### src/rtl/pipe_reg_v.sv
// Multi-stage valid/data pipeline register with stall, flush, bubble squashing and occupancy count.
// Optional per-stage bubble collapsing under stall: define PIPE_REG_BUBBLE_COLLAPSE_EN.
module pipe_reg_v #(
    parameter int unsigned WIDTH = 64,
    parameter int unsigned DEPTH = 3
) (
    input  logic                       clk,
    input  logic                       reset,
    input  logic                       stall,
    input  logic                       flush,
    input  logic                       in_valid,
    input  logic [WIDTH-1:0]           data_in,
    output logic                       in_ready,
    output logic                       out_valid,
    output logic [WIDTH-1:0]           data_out,
    output logic [$clog2(DEPTH+1)-1:0] count
);

    localparam int unsigned CW = $clog2(DEPTH + 1);

    logic [DEPTH-1:0] v_q, v_d;
    logic [WIDTH-1:0] d_q [DEPTH];
    logic [WIDTH-1:0] d_d [DEPTH];
    logic [CW-1:0]    count_q, count_d;
    logic [DEPTH-1:0] adv;
    logic             take;

    // adv[i]: the item in stage i moves forward at this edge.
    always_comb begin
        adv  = '0;
        take = 1'b0;
`ifdef PIPE_REG_BUBBLE_COLLAPSE_EN
        adv[DEPTH-1] = !stall;
        for (int i = int'(DEPTH) - 2; i >= 0; i--) begin
            adv[i] = !v_q[i+1] || adv[i+1];
        end
        take = (!v_q[0] || adv[0]) && !flush;
`else
        adv  = {DEPTH{!stall}};
        take = !stall && !flush;
`endif
    end

    always_comb begin
        v_d     = v_q;
        count_d = '0;
        for (int i = 0; i < int'(DEPTH); i++) begin
            d_d[i] = d_q[i];
        end
        if (flush) begin
            v_d = '0;
            for (int i = 0; i < int'(DEPTH); i++) begin
                d_d[i] = '0;
            end
        end else begin
            if (take) begin
                v_d[0] = in_valid;
                d_d[0] = in_valid ? data_in : '0;
            end
            for (int i = 1; i < int'(DEPTH); i++) begin
                if (adv[i-1]) begin
                    v_d[i] = v_q[i-1];
                    d_d[i] = d_q[i-1];
                end else if (!v_q[i]) begin
                    // Invalid stages always carry zero data.
                    v_d[i] = 1'b0;
                    d_d[i] = '0;
                end
            end
        end
        for (int i = 0; i < int'(DEPTH); i++) begin
            count_d = count_d + CW'(v_d[i]);
        end
    end

    always_ff @(posedge clk or posedge reset) begin
        if (reset) begin
            v_q     <= '0;
            count_q <= '0;
            for (int i = 0; i < int'(DEPTH); i++) begin
                d_q[i] <= '0;
            end
        end else begin
            v_q     <= v_d;
            count_q <= count_d;
            for (int i = 0; i < int'(DEPTH); i++) begin
                d_q[i] <= d_d[i];
            end
        end
    end

    assign in_ready  = take;
    assign out_valid = v_q[DEPTH-1];
    assign data_out  = d_q[DEPTH-1];
    assign count     = count_q;

endmodule

### config.mk
export PLATFORM = sky130hd
export DESIGN_NAME = pipe_reg_v
export DESIGN_NICKNAME = d
export VERILOG_FILES = /design/src/rtl/pipe_reg_v.sv
export SDC_FILE = /design/constraint.sdc
export NUM_CORES = 1
export LEC_CHECK = 0
export CAP_MARGIN = 15
export CORE_MARGIN = 2
export CORE_UTILIZATION = 54
export CTS_CLUSTER_SIZE = 10
export DETAILED_ROUTE_END_ITERATION = 10
export GPL_TIMING_DRIVEN = 0
export PLACE_DENSITY = 0.8
export SYNTH_ARGS = -nofsm -noshare
export SYNTH_HDL_FRONTEND = slang
export SYNTH_SLANG_ARGS = --single-unit
### constraint.sdc
create_clock -name clk -period 9.57 [get_ports clk]
set_input_delay 1.914 -clock clk [delete_from_list [all_inputs] [get_ports clk]]
set_output_delay 1.914 -clock clk [all_outputs]
set_load 0.1 [all_outputs]
### Word-level counts from Yosys, hierarchy flattened

Cells that the tools add are included.

| word-level totals | value |
|---|---|
| bits in registers | 197 |
| bits of input ports | 69 |
| output and inout bits | 68 |
| logic and storage cells | 26 |

| operators by class | value |
|---|---|
| add/sub/neg operators | 2 |
| eq/ne operators | 2 |
| mux-type cells | 13 |
| reductions and logical operators | 4 |

Operator list:

| cell | number |
|---|---|
| two-way mux 64 bit | 6 |
| two-way mux 192 bit | 1 |
| != test 3 bit (second input constant) | 2 |
| two-way mux 1 bit | 5 |
| two-way mux 3 bit | 1 |
| adder 1 x 1 -> 2 bit | 1 |
| adder 2 x 1 -> 2 bit | 1 |
| logical NOT 1 bit | 2 |
| nonzero test 2 bit | 1 |
| logical AND 1 bit | 1 |

### Logic depth before layout (Yosys ltp)

| depth | value |
|---|---|
| depth in word-level cells | 6 |
| depth in mapped cells | 5 |
| gate-level depth less buffers | 3 |

### Worst setup path after synthesis

OpenSTA, ideal clock, no wires.

| timing path | value |
|---|---|
| path type | input to output |
| start | input port flush |
| end | output port in_ready |
| data arrival time | 3140 ps |
| data required time | 7656 ps |
| path slack | 4516 ps |
| cell stages on the path | 5 |
| buffers on the path | 3 |
| cell sequence | buf_2 -> or2_1 -> clkbuf_1 -> buf_2 -> inv_1 |

| on the way | value |
|---|---|
| cells in the longest elaborated chain, start to end | 2 |

Ends and longest elaborated chain:

| element | RTL line | text |
|---|---|---|
| from (decl) | 10 | `input logic flush,` |
| logical NOT 1 bit | 40 | `take = !stall && !flush;` |
| logical AND 1 bit | 40 |  |
| to (decl) | 13 | `output logic in_ready,` |

Every way passes these cells.

### Worst setup path after layout

| timing path | value |
|---|---|
| start | input port stall |
| end | output port in_ready |

| on the way | value |
|---|---|
| cells in the longest elaborated chain, start to end | 2 |

Ends and longest elaborated chain:

| element | RTL line | text |
|---|---|---|
| from (decl) | 9 | `input logic stall,` |
| logical NOT 1 bit | 40 |  |
| logical AND 1 bit | 40 |  |

Every way passes these cells.

==> out/results.tsv <==
stage	metric	value	unit
status	status	finished clean	
clocking	Max clock buf depth	2	
timing	FMAX	158	MHz
global_route	Congestion Overflow GR	0	
setup_path	Worst R2R Path Depth	5	
floorplanning	Rows	46	
routing	final WL	21300	µm
setup_path	crit path max fanout	10	
clocking	clock-pin slew on the worst setup and hold paths	0.06	ns
hold_path	Min-Delay Path Class	reg -> reg	
cells_and_area	Nets	1157	
clocking	Hold-fix buffers, CTS	0	
synthesis	synth cell count leaders	dfrtp_1, a21oi_1, nand2b_1, nand3_1, nand2_1	
floorplanning	I/O Pins	137	
global_route	GRT met1 Usage	34.1	%
synthesis	Synth Register Bits	197	
clocking	Clock Latency Late Sink	0.44	ns
hold_path	Worst Min Path Start	d_q[135]$_DFFE_PP0P_	
power_and_ir_drop	pwr/cell area	162	nW/µm²
setup_path	Worst R2R End	count[0]$_DFF_PP0_	
timing	RSZ-0062 raised after global routing	false	
floorplanning	Initial Utilization	55.6	%
cells_and_area	Diodes inserted	0	
synthesis	Distinct cells, synth	16	
synthesis	syn_nets	1003	
timing	Max Slew Vio Count	0	
clocking	PostCTS Resize Cnt	0	
setup_path	WP data arrival	4.42	ns
clocking	CTS buffer count	17	
run	Max Cap Viol	0	
routing	Vias	6988	
floorplanning	core area	15900	µm²
cells_and_area	share of post-route cells with drive strength above 1	13.0	%
placed_design	Placer Congestion	0.830	
floorplanning	area of the die	17500	µm²
global_route	vias in the first global route	7039	
hold_path	Worst Hold Endpoint	d_q[71]$_DFFE_PP0P_	
timing	Setup Viol. Count Final	0	
setup_path	reg2reg start	v_q[1]$_DFF_PP0_	
clocking	Clock Tree Root	clkbuf_16	
placed_design	HPWL after DPL	14500	µm
placed_design	DP Cell Count	1284	
synthesis	most common cell in the netlist	dfrtp_1	
synthesis	post-synthesis cell count	933	
global_route	initial antenna violation count	0	
setup_path	CP Class	in -> out	
timing	Worst Skew	0.00779	ns
setup_path	startpoint types	input port	
synthesis	synth top area cells	dfrtp_1, nand2b_1, a21oi_1, nand3_1, buf_4	
synthesis	top-area cell type share of the netlist area	55.6	%
global_route	Most Used Layer, Global Route	met2	
cells_and_area	end-of-flow core utilization	70.1	%
floorplanning	die width	132	µm
routing	Initial DRC Count	578	
synthesis	sequential cell area fraction in the yosys report	55.6	%
synthesis	Post-Syn Area	8870	µm²
clocking	CTS H-tree lvls	4	
timing	transition time at the pin with the least slew margin	1.00	ns
synthesis	async set-reset flop share out of synthesis	100	%
global_route	largest net degree at the start of global routing	109	
power_and_ir_drop	peak supply drop	126	µV
floorplanning	Die Y	132	µm
global_route	first-pass GRT wire length	35400	µm
cells_and_area	Synth-to-Final Area Change	26.1	%
routing	# DRC	0	
timing	period utilisation layout	66.1	%
hold_path	hold path cells	2	
cells_and_area	Final Instance Count excl. Fillers	1316	
placed_design	PortBufs	134	
routing	wire length per cell	16.2	µm
timing	fin crit period	6.33	ns
clocking	CTS tree	built	
synthesis	post-synth top area cell	dfrtp_1	
synthesis	top_reg_cell synth	dfrtp_1	
routing	drt first pass iters	5	
global_route	Overall Global Routing Usage	25.3	%
timing	Slew headroom	32.9	%
synthesis	Yosys warning total	0	
cells_and_area	Fillers	1256	
clocking	Sinks on Clock Net	197	
routing	Via density	5.31	
setup_path	WP data required	7.66	ns
power_and_ir_drop	Pleak	0.00476	µW
setup_path	reg-to-reg setup timing slack	7.65	ns
synthesis	EDFF count, synth	0	
clocking	post-CTS setup buffer count	0	
global_route	global-route met3 utilization	4.77	%
global_route	met2 usage	40.8	%
synthesis	Mean Syn Cell Area	9.50	µm²
timing	Final Hold Vio Count	0	
routing	Post-DRT Antenna Nets	0	
setup_path	critical path capture point type	output port	
[flip-flops by register name, summed over array words and instances (netlist names)]
register / cells
data_out: 64
d_q: 128
count: 2
v_q: 3
[worst max-delay path: stages]
cell	delay [ns]
clkdlybuf4s50_1	0.49
or2_1	0.26
clkbuf_1	0.28
buf_2	0.28
inv_1	0.07
clkdlybuf4s50_1	1.12
[metal layers]
| layer | vias up | wire (µm) |
|---|---|---|
| met5 | - | 0 |
| met4 | 0 | 541 |
| met3 | 40 | 1030 |
| met2 | 201 | 10400 |
| met1 | 3370 | 9290 |
| li1 | 3377 | - |
[area by class of cell]
| class | instances | area (µm²) | area share (%) |
|---|---|---|---|
| multi-input cells | 584 | 3040 | 27.2 |
| clock inverters | 7 | 139 | 1.24 |
| clock buffers | 25 | 526 | 4.70 |
| plain buffers | 150 | 888 | 7.95 |
| well taps | 216 | 270 | 2.42 |
| flip-flops and latches | 197 | 4930 | 44.1 |
| repair buffers | 135 | 1370 | 12.2 |
| inverters | 2 | 15.0 | 0.134 |
[cell families after synthesis]
family                     synth area share [%]
AOI/OAI and AO/OA                          11.7
adders and majority gates                 0.226
buffers and inverters                      10.1
DFF                                        55.6
muxes                                     0.339
and+or+nand+nor                            22.0
[layout by cell type, fill, tap and decap left out]
cell             count
mux2i_1              3
buf_16               1
dfrtp_1            197
nand3b_1             4
buf_4               75
clkinv_4             1
clkbuf_1            35
inv_8                1
nor2_1               3
buf_1                6
clkinv_2             2
buf_2               35
nand3_1            128
inv_1                1
clkdlybuf4s50_1    134
o22ai_1             60
or2_1                1
clkbuf_16           17
a21oi_1            132
bufinv_16            4
nand2b_1           128
fa_1                 1
nand2_1            124
clkbuf_8             7
[how the worst max path moves through the flow]
stage               depth (start not counted)              endpoint   from
floorplan                                   1    count[0]$_DFF_PP0_  reset
global placement                            2  d_q[183]$_DFFE_PP0P_  reset
detailed placement                          6              in_ready  stall
CTS                                         6              in_ready  stall
global route                                6              in_ready  stall
finish                                      6              in_ready  stall
[stage by stage]
stage / setup TNS (ns) / area, µm² / worst slack, ns / power (µW) / hold WS [ns]
finish: 0 / 11200 / 3.24 / 1810 / 0.531
global route: 0 / 11200 / 3.16 / 1870 / 0.553
CTS: 0 / 11200 / 3.27 / 1820 / 0.533
detailed placement: 0 / 10500 / 3.28 / 1040 / 0.523
global placement: -13.01 / 10500 / -0.0789 / 1030 / 0.518
floorplan: 0 / 8870 / 2.29 / 970 / 0.506
[power breakdown]
part	total, µW	switching [µW]	internal (µW)
combinational	163	102	61.8
sequential	858	8.99	849
clock	789	303	487
total	1810	413	1400
Note: power is estimated with default switching activity, not from simulation.
